--- src/rtl/logit_serializer_if.sv ---
`default_nettype none
// ============================================================================
// Module   : logit_serializer_if
// Purpose  : Frame-in / element-out bus of the logit serializer. The slave
//            modport is the serializer side, the master modport is the
//            upstream producer plus downstream consumer side.
// Revision : 1.0 - initial release
// ============================================================================
interface logit_serializer_if #(
    parameter int NUM_CLASS = 10,
    parameter int DATA_W    = 21,
    parameter int IDX_W     = 4
);
    logic [NUM_CLASS*DATA_W-1:0] in_data;
    logic                        in_valid;
    logic                        in_ready;
    logic                        out_en;
    logic signed [DATA_W-1:0]    out_data;
    logic                        out_valid;
    logic                        out_last;
    logic [IDX_W-1:0]            out_idx;

    modport master (
        output in_data, in_valid, out_en,
        input  in_ready, out_data, out_valid, out_last, out_idx
    );

    modport slave (
        input  in_data, in_valid, out_en,
        output in_ready, out_data, out_valid, out_last, out_idx
    );
endinterface
`default_nettype wire

--- src/rtl/logit_serializer.sv ---
`default_nettype none
// ============================================================================
// Module   : logit_serializer
// Purpose  : Accepts a frame of NUM_CLASS parallel signed logits, buffers up
//            to two frames in ping-pong slots and streams each frame one
//            logit per cycle, class 0 first, honouring the downstream enable.
// Revision : 1.0 - initial release
// ============================================================================
module logit_serializer #(
    parameter int NUM_CLASS = 10,
    parameter int DATA_W    = 21,
    parameter int IDX_W     = 4
) (
    input  wire logic          clock,
    input  wire logic          reset,
    logit_serializer_if.slave  bus,
    output logic               busy
);

    typedef enum logic [0:0] {
        S_IDLE   = 1'b0,
        S_STREAM = 1'b1
    } state_t;

    localparam logic [IDX_W-1:0] LAST_IDX = IDX_W'(NUM_CLASS - 1);

    state_t                   state;
    state_t                   state_next;
    logic signed [DATA_W-1:0] slot_mem [2][NUM_CLASS];
    logic [1:0]               count;
    logic [1:0]               count_next;
    logic                     wr_slot;
    logic                     rd_slot;
    logic                     rd_slot_next;
    logic [IDX_W-1:0]         elem_idx;
    logic [IDX_W-1:0]         elem_idx_next;
    logic                     accept;
    logic                     transfer;
    logic                     at_last;

    // Ready depends only on registered occupancy, never on out_en.
    assign bus.in_ready = ~reset & (count != 2'd2);
    assign accept       = bus.in_valid & bus.in_ready;
    assign transfer     = (state == S_STREAM) & bus.out_en;
    assign at_last      = (elem_idx == LAST_IDX);
    assign busy         = (count != 2'd0);

    // Present the current element of the read slot; zeros while idle.
    always_comb begin
        bus.out_valid = 1'b0;
        bus.out_data  = '0;
        bus.out_idx   = '0;
        bus.out_last  = 1'b0;
        if (state == S_STREAM) begin
            bus.out_valid = 1'b1;
            bus.out_data  = slot_mem[rd_slot][elem_idx];
            bus.out_idx   = elem_idx;
            bus.out_last  = at_last;
        end
    end

    // Occupancy bookkeeping and element sequencing; a frame leaves the buffer
    // on its last transfer, so a simultaneous accept keeps the count steady.
    always_comb begin
        state_next    = state;
        elem_idx_next = elem_idx;
        rd_slot_next  = rd_slot;
        count_next    = count;
        case ({accept, transfer & at_last})
            2'b10:   count_next = count + 2'd1;
            2'b01:   count_next = count - 2'd1;
            default: count_next = count;
        endcase
        case (state)
            S_IDLE: begin
                if (accept) begin
                    state_next    = S_STREAM;
                    elem_idx_next = '0;
                end
            end
            S_STREAM: begin
                if (transfer) begin
                    if (at_last) begin
                        elem_idx_next = '0;
                        rd_slot_next  = ~rd_slot;
                        // Another frame waiting means element 0 follows with no bubble.
                        if (count_next == 2'd0) begin
                            state_next = S_IDLE;
                        end
                    end else begin
                        elem_idx_next = elem_idx + IDX_W'(1);
                    end
                end
            end
            default: state_next = S_IDLE;
        endcase
    end

    // Control state register with synchronous reset; reset drops buffered frames.
    always_ff @(posedge clock) begin
        if (reset) begin
            state    <= S_IDLE;
            count    <= 2'd0;
            wr_slot  <= 1'b0;
            rd_slot  <= 1'b0;
            elem_idx <= '0;
        end else begin
            state    <= state_next;
            count    <= count_next;
            rd_slot  <= rd_slot_next;
            elem_idx <= elem_idx_next;
            if (accept) begin
                wr_slot <= ~wr_slot;
            end
        end
    end

    // Capture a whole frame into the write slot; when streaming with one frame
    // buffered the write slot is always the idle one.
    always_ff @(posedge clock) begin
        if (accept) begin
            for (int k = 0; k < NUM_CLASS; k++) begin
                slot_mem[wr_slot][k] <= bus.in_data[k*DATA_W +: DATA_W];
            end
        end
    end

endmodule
`default_nettype wire

--- src/flat_wrapper.sv ---
// flat-port wrapper written by rule: the top's interface ports become plain ports
module logit_serializer_flat 
#(
    parameter int NUM_CLASS = 10,
    parameter int DATA_W    = 21,
    parameter int IDX_W     = 4
)
  (clock, reset, busy, bus_in_data, bus_in_valid, bus_out_en, bus_in_ready, bus_out_data, bus_out_valid, bus_out_last, bus_out_idx);
  logit_serializer_if #(.NUM_CLASS(NUM_CLASS), .DATA_W(DATA_W), .IDX_W(IDX_W)) bus_i ();
  input  wire logic clock;
  input  wire logic reset;
  output logic busy;
  input wire logic [$bits(bus_i.in_data)-1:0] bus_in_data;
  input wire logic [$bits(bus_i.in_valid)-1:0] bus_in_valid;
  input wire logic [$bits(bus_i.out_en)-1:0] bus_out_en;
  output wire logic [$bits(bus_i.in_ready)-1:0] bus_in_ready;
  output wire logic [$bits(bus_i.out_data)-1:0] bus_out_data;
  output wire logic [$bits(bus_i.out_valid)-1:0] bus_out_valid;
  output wire logic [$bits(bus_i.out_last)-1:0] bus_out_last;
  output wire logic [$bits(bus_i.out_idx)-1:0] bus_out_idx;
  assign bus_i.in_data = bus_in_data;
  assign bus_i.in_valid = bus_in_valid;
  assign bus_i.out_en = bus_out_en;
  assign bus_in_ready = bus_i.in_ready;
  assign bus_out_data = bus_i.out_data;
  assign bus_out_valid = bus_i.out_valid;
  assign bus_out_last = bus_i.out_last;
  assign bus_out_idx = bus_i.out_idx;
  logit_serializer #(.NUM_CLASS(NUM_CLASS), .DATA_W(DATA_W), .IDX_W(IDX_W)) u_core (.clock(clock), .reset(reset), .bus(bus_i), .busy(busy));
endmodule
--- config.mk ---
export PLATFORM = sky130hd
export DESIGN_NAME = logit_serializer_flat
export DESIGN_NICKNAME = d
export VERILOG_FILES = /design/src/rtl/logit_serializer_if.sv /design/src/rtl/logit_serializer.sv /design/src/flat_wrapper.sv
export SDC_FILE = /design/constraint.sdc
export NUM_CORES = 1
export LEC_CHECK = 0
export CAP_MARGIN = 5
export CORE_ASPECT_RATIO = 2
export CORE_MARGIN = 10
export CORE_UTILIZATION = 54
export CTS_CLUSTER_SIZE = 24
export DETAILED_ROUTE_END_ITERATION = 12
export PLACE_DENSITY = 0.76
export SKIP_CTS_REPAIR_TIMING = 1
export SYNTH_ARGS = -nofsm -noshare
export SYNTH_HDL_FRONTEND = slang
export SYNTH_SLANG_ARGS = --single-unit
--- constraint.sdc ---
create_clock -name clock -period 17.1 [get_ports clock]
set_input_delay 3.42 -clock clock [delete_from_list [all_inputs] [get_ports clock]]
set_output_delay 3.42 -clock clock [all_outputs]
set_load 0.01 [all_outputs]
==> impl_metrics.json, run 1 <==
{
  "drc_errors": 0,
  "cp.required_ps": 13680,
  "rsz0062_at_grt": "false",
  "die_area_mm2": 0.0386,
  "worstHoldPathType": "reg2reg",
  "clk_latency_ps": 520,
  "pre_cts_ws_ps": 8800,
  "yosys.area.top_type": "edfxtp_1",
  "final_layout_size_suffix_gt1_frac": 0.192,
  "syn_inst": 833,
  "finalSetupViolations": 0,
  "drt_pre_antenna_iters": 5,
  "pwr-share-clk": 0.369,
  "grt_pass1_vias": 9582,
  "coreArea_mm2": 0.0303,
  "syn_nets": 1050,
  "grt_pass1_wl_mm": 55.8,
  "fin_worst_skew_ps": 9.74,
  "finalHoldViolCount": 0,
  "synth_top_family_by_area": "multiplexers",
  "routabilityCongestion": 0.787,
  "initialDrtViolationCount": 575,
  "synthArstFlopShare": 0,
  "vias": 8676,
  "die_h_um": 268,
  "syn-cell-area_mm2": 0.0166,
  "pwr-share-seq": 0.567,
  "status": "finished clean",
  "path_max_fanout": 11,
  "critPathKind": "in2out",
  "power.share.switching": 0.195,
  "layout.nets": 1298,
  "cts_tree": "yes",
  "synthSimpleGateAreaFrac": 0.0260,
  "synth.area.top_cells": "edfxtp_1, mux4_2, mux2_2",
  "antenna_found_initial": 16,
  "startpoint_type": "primary input",
  "cp_data_arrival_time_ps": 4940,
  "synth.ff_latch_count": 430,
  "clock_path_buffers": 3,
  "ant_nets": 0,
  "dp_hpwl_mm": 25.5,
  "post-route-period-util": 0.489,
  "fin_setup_tns_ps": 0,
  "slew_headroom": 0.273,
  "yosys.area_share.xor_xnor": 0.00264,
  "routed_via_density": 5.85,
  "fmax_mhz": 120,
  "cts_buffers": 37,
  "io_buffers": 242,
  "synth-edff-count": 420,
  "ys.flop_type": "edfxtp_1",
  "hold_ws_ps": 525,
  "ir_drop_mv": 0.105,
  "yosysUniqueCellTypes": 35,
  "power.total_w": 0.00213,
  "cap_violations": 0,
  "p_leak_nw": 6.55,
  "p_int_w": 0.00172,
  "synth.avg_cell_area_um2": 19.9,
  "synth-compound-area-share": 0.0413,
  "fin_ws_ps": 8740,
  "ios": 243,
  "area_growth_syn_to_layout_pct": 23.6,
  "powerDensity_mw_per_mm2": 104,
  "grt_max_degree": 70,
  "finalCriticalPeriod_ps": 8360,
  "yosysSeqAreaShare": 0.771,
  "muxShareOfSynthArea": 0.142,
  "row_count": 90,
  "worst_pin_slew_ps": 1090,
  "switchingPower_w": 0.000417,
  "end_kind": "output port",
  "slew_viol_final": 0,
  "die_x_um": 144,
  "wl_per_cell_um": 25.1,
  "synth_top_area_share": 0.759,
  "grt_overflow": 0,
  "clock-sinks": 430,
  "htreeDepth": 2,
  "root_buffer": "clkbuf_16",
  "yosys.area_share.adder": 0.00226,
  "initial_core_util": 0.549,
  "drt_wl_total_mm": 37.3,
  "track_usage": 0.193,
  "yosys_warnings": 0,
  "clkSlewWorstSetupHoldPaths_ps": 60,
  "pwr-share-comb": 0.064
}
[through the flow]
| step | utilization | instances | cell area [µm²] |
|---|---|---|---|
| detailed placement | 0.641 | 1410 | 19400 |
| finish | 0.678 | 1484 | 20500 |
| CTS | 0.677 | 1470 | 20500 |
| global placement | 0.641 | 1410 | 19400 |
| global route | 0.678 | 1484 | 20500 |
| floorplan | - | 833 | 16600 |
[cells in the mapped netlist, types with 2 or more instances]
| cell | count |
|---|---|
| edfxtp_1 | 420 |
| mux2_2 | 84 |
| mux4_2 | 63 |
| nand2_1 | 45 |
| o22ai_1 | 43 |
| nor2_1 | 28 |
| a21oi_1 | 26 |
| clkbuf_1 | 24 |
| a221o_1 | 21 |
| buf_2 | 13 |
| dfxtp_1 | 10 |
| and2_1 | 5 |
| inv_1 | 5 |
| o21ai_0 | 5 |
| buf_6 | 4 |
| nand2b_1 | 4 |
| ha_1 | 3 |
| o21a_1 | 3 |
| or3_1 | 3 |
| xnor2_1 | 3 |
| a21boi_0 | 2 |
| buf_1 | 2 |
| buf_4 | 2 |
| nor3b_1 | 2 |
| or2_2 | 2 |
| xor2_1 | 2 |
[critical path, cell delays in order]
cell,delay (ps)
clkdlybuf4s50_1,640
a21oi_1,270
clkdlybuf4s50_1,600
[logic make-up after synthesis]
family,count (synthesis)
AOI/OAI and AO/OA,102
xor gates and xnor gates,5
adders and majority gates,3
buffers and inverters,50
DFF,430
muxes,147
and+or+nand+nor,96
[power by group through the flow]
stage,sequential [W],combinational (W),clock (W)
after floorplan,0.00124,0.0000544,0
after global placement,0.00123,0.000135,0
after detailed placement,0.00123,0.000138,0
after CTS,0.00121,0.000139,0.000807
after global routing,0.00121,0.000147,0.000847
final,0.00121,0.000137,0.000788
[state kept, by name (all words and copies together), names as in the netlist, named ones only]
register and count:
u_core.count 2, u_core.slot_mem 420, u_core.wr_slot 1, u_core.rd_slot 1
u_core.state 1, u_core.elem_idx 4
[area by class of cell]
class                      instances  area [µm²]
sequential                       430       12800
fill                            1955        9750
inverter                           5        18.8
multi-input combinational        353        3600
timing repair buffer             254        2510
tap                              368         460
clock inverter                    14         140
antenna                           14        35.0
clock buffer                      46         960
[layout by cell type, fill, tap and decap left out, types with 5 or more instances in the layout]
cell type,instances
mux4_2,63
buf_4,12
a221o_1,21
diode_2,14
and2_1,5
clkinv_1,6
o21ai_0,5
edfxtp_1,420
clkbuf_1,9
nor2_1,26
mux2_2,84
clkdlybuf4s50_1,242
a21oi_1,26
o22ai_1,43
dfxtp_1,8
inv_1,5
nand2_1,45
clkbuf_16,37
[layer usage]
layer	track usage	up-vias	wire length, µm
met5	0	-	32
met4	0.105	4	1470
met3	0.0392	76	2140
met2	0.336	294	20700
met1	0.216	4395	12900
li1	-	3907	-
[path summary, 6_finish.rpt]
kind,from,end,slack (ps),depth (start not counted)
worst max register to register,u_core.count[0],u_core.slot_mem[0][113],13440,5
worst max-delay path,reset,bus_in_ready,8740,3
worst min register to register,u_core.rd_slot,u_core.rd_slot,530,2
worst min-delay path,u_core.rd_slot,u_core.rd_slot,530,2
No activity file was read; power rests on OpenSTA's default activity.
==> run 2: changes to the inputs <==
--- a/config.mk
+++ b/config.mk
@@ -8,10 +8,10 @@
 export CAP_MARGIN = 5
 export CORE_ASPECT_RATIO = 2
 export CORE_MARGIN = 10
-export CORE_UTILIZATION = 54
+export CORE_UTILIZATION = 49
 export CTS_CLUSTER_SIZE = 24
 export DETAILED_ROUTE_END_ITERATION = 12
-export PLACE_DENSITY = 0.76
+export PLACE_DENSITY = 0.73
 export SKIP_CTS_REPAIR_TIMING = 1
 export SYNTH_ARGS = -nofsm -noshare
 export SYNTH_HDL_FRONTEND = slang
==> constraint.sdc (replaced) <==
create_clock -name clock -period 7.1 [get_ports clock]
set_input_delay 1.42 -clock clock [delete_from_list [all_inputs] [get_ports clock]]
set_output_delay 1.42 -clock clock [all_outputs]
set_load 0.01 [all_outputs]
==> run 2 against run 1 <==
  * Utilization down 5.9 points
  * Sequential power up 140%
  * Final cell count grew 4.4%
  * Register-to-register slack got worse by 9100 ps
  * Count of clock-buffer cells in the layout stayed put
  * Sequential cell count is the same
  * Setup slack got worse by 6900 ps
  * Global-route usage is 1.3 points lower
  * Critical path depth up 2
  * Largest cell class unchanged
==> impl_metrics.json, run 2 (same netlist as run 1, synthesis figures left out) <==
{
  "rsz0062_at_grt": "false",
  "power.share.switching": 0.194,
  "finalSetupViolations": 0,
  "crit_family": "flip-flops",
  "grt_pass1_wl_mm": 57.0,
  "drt_pre_antenna_iters": 5,
  "p_leak_nw": 6.62,
  "fin_setup_tns_ps": 0,
  "row_count": 95,
  "cp.required_ps": 5680,
  "clk_latency_ps": 530,
  "ir_drop_mv": 0.214,
  "startpoint_type": "flop",
  "area_growth_syn_to_layout_pct": 25.0,
  "wl_per_cell_um": 24.6,
  "worst_pin_slew_ps": 1100,
  "slew_viol_final": 0,
  "vias": 8574,
  "finalCriticalPeriod_ps": 5230,
  "hold_ws_ps": 523,
  "critPathBufInv": 1,
  "crit_path_top_delay_cell": "dfxtp_4",
  "clock-sinks": 430,
  "cp_data_arrival_time_ps": 3810,
  "initial_core_util": 0.496,
  "powerDensity_mw_per_mm2": 254,
  "coreArea_mm2": 0.0335,
  "final_util": 0.620,
  "slew_headroom": 0.269,
  "critPathKind": "reg2out",
  "critPathMaxStageDelay_ps": 1040,
  "largest_reg_flops": 420,
  "end_kind": "output port",
  "final_common_cell": "edfxtp_1",
  "antenna_found_initial": 8,
  "cts_tree": "yes",
  "final_layout_size_suffix_gt1_frac": 0.197,
  "drc_errors": 0,
  "finalHoldViolCount": 0,
  "pwr-share-clk": 0.385,
  "pwr-share-seq": 0.553,
  "ant_nets": 0,
  "p_int_w": 0.00426,
  "dp_hpwl_mm": 26.0,
  "routabilityCongestion": 0.813,
  "track_usage": 0.180,
  "path_cells": "nand2_1 > o22ai_1 > nor2_1 > a221o_1 > clkdlybuf4s50_1",
  "die_x_um": 150,
  "cap_violations": 0,
  "fmax_mhz": 191,
  "io_buffers": 242,
  "drt_wl_total_mm": 38.1,
  "top_register": "u_core.slot_mem",
  "worstHoldPathType": "reg2reg",
  "layout.nets": 1298,
  "post-route-period-util": 0.737,
  "root_buffer": "clkbuf_16",
  "cts_buffers": 37,
  "ios": 243,
  "die_h_um": 280,
  "grt_max_degree": 115,
  "top_regs": "u_core.slot_mem: 420 flops, u_core.elem_idx: 4 flops, u_core.count: 2 flops",
  "grt_overflow": 0,
  "initialDrtViolationCount": 710,
  "htreeDepth": 2,
  "switchingPower_w": 0.00102,
  "pwr-share-comb": 0.062,
  "routed_via_density": 5.53,
  "final_cell_mix": "edfxtp_1, clkdlybuf4s50_1, mux2_2",
  "path_max_fanout": 74,
  "die_area_mm2": 0.0421,
  "grt_pass1_vias": 9391,
  "fin_worst_skew_ps": 10.1,
  "clkSlewWorstSetupHoldPaths_ps": 60,
  "clock_path_buffers": 3,
  "status": "finished clean"
}
## run 2: per-layer routing
layer / share of wire / vias to the layer above / GRT usage
li1: - / 3904 / -
met1: 0.36 / 4340 / 0.208
met2: 0.56 / 281 / 0.320
met3: 0.054 / 49 / 0.0359
met4: 0.025 / 0 / 0.0691
met5: 0 / - / 0
## run 2: per-stage QoR
stage	area, µm²	setup slack, ps	instances	total power [W]
detailed placement	19500	2350	1478	0.00331
global route	20800	1560	1550	0.00546
floorplan	16600	-513	833	0.00311
CTS	20700	1750	1542	0.00533
global placement	19500	2390	1478	0.00329
finish	20800	1870	1550	0.00528
## run 2: path summary, 6_finish.rpt
path                      start                     end  slack [ps]  cells after the start
max          u_core.elem_idx[0]        bus_out_data[10]        1870                      5
min              u_core.rd_slot          u_core.rd_slot         520                      2
max reg2reg     u_core.count[0]  u_core.slot_mem[0][92]        4360                      5
min reg2reg      u_core.rd_slot          u_core.rd_slot         520                      2
## run 2: tightest hold or removal path, delay by kind of cell (launching register included)
kind | cells | cell delay [ps]
XOR/XNOR | 1 | 90
AND/OR/NAND/NOR | 1 | 80
flip-flops | 1 | 330
## run 2: final cells by class
type,instances,area [µm²]
repair buffers,254,2550
fillers,2413,12800
multi-input cells,353,3600
inverters,5,18.8
flip-flops and latches,430,12800
clock buffers,46,1000
diodes,8,20.0
clock inverters,18,211
well taps,436,546
## run 2: power groups by stage
stage	Sequential [W]	Clock, W	Combinational (W)
4_1_cts	0.00292	0.00208	0.000334
5_1_grt	0.00293	0.00218	0.000352
6_report	0.00292	0.00204	0.000329
2_1_floorplan	0.00298	0	0.000131
3_3_place_gp	0.00297	0	0.000325
3_5_place_dp	0.00298	0	0.000332
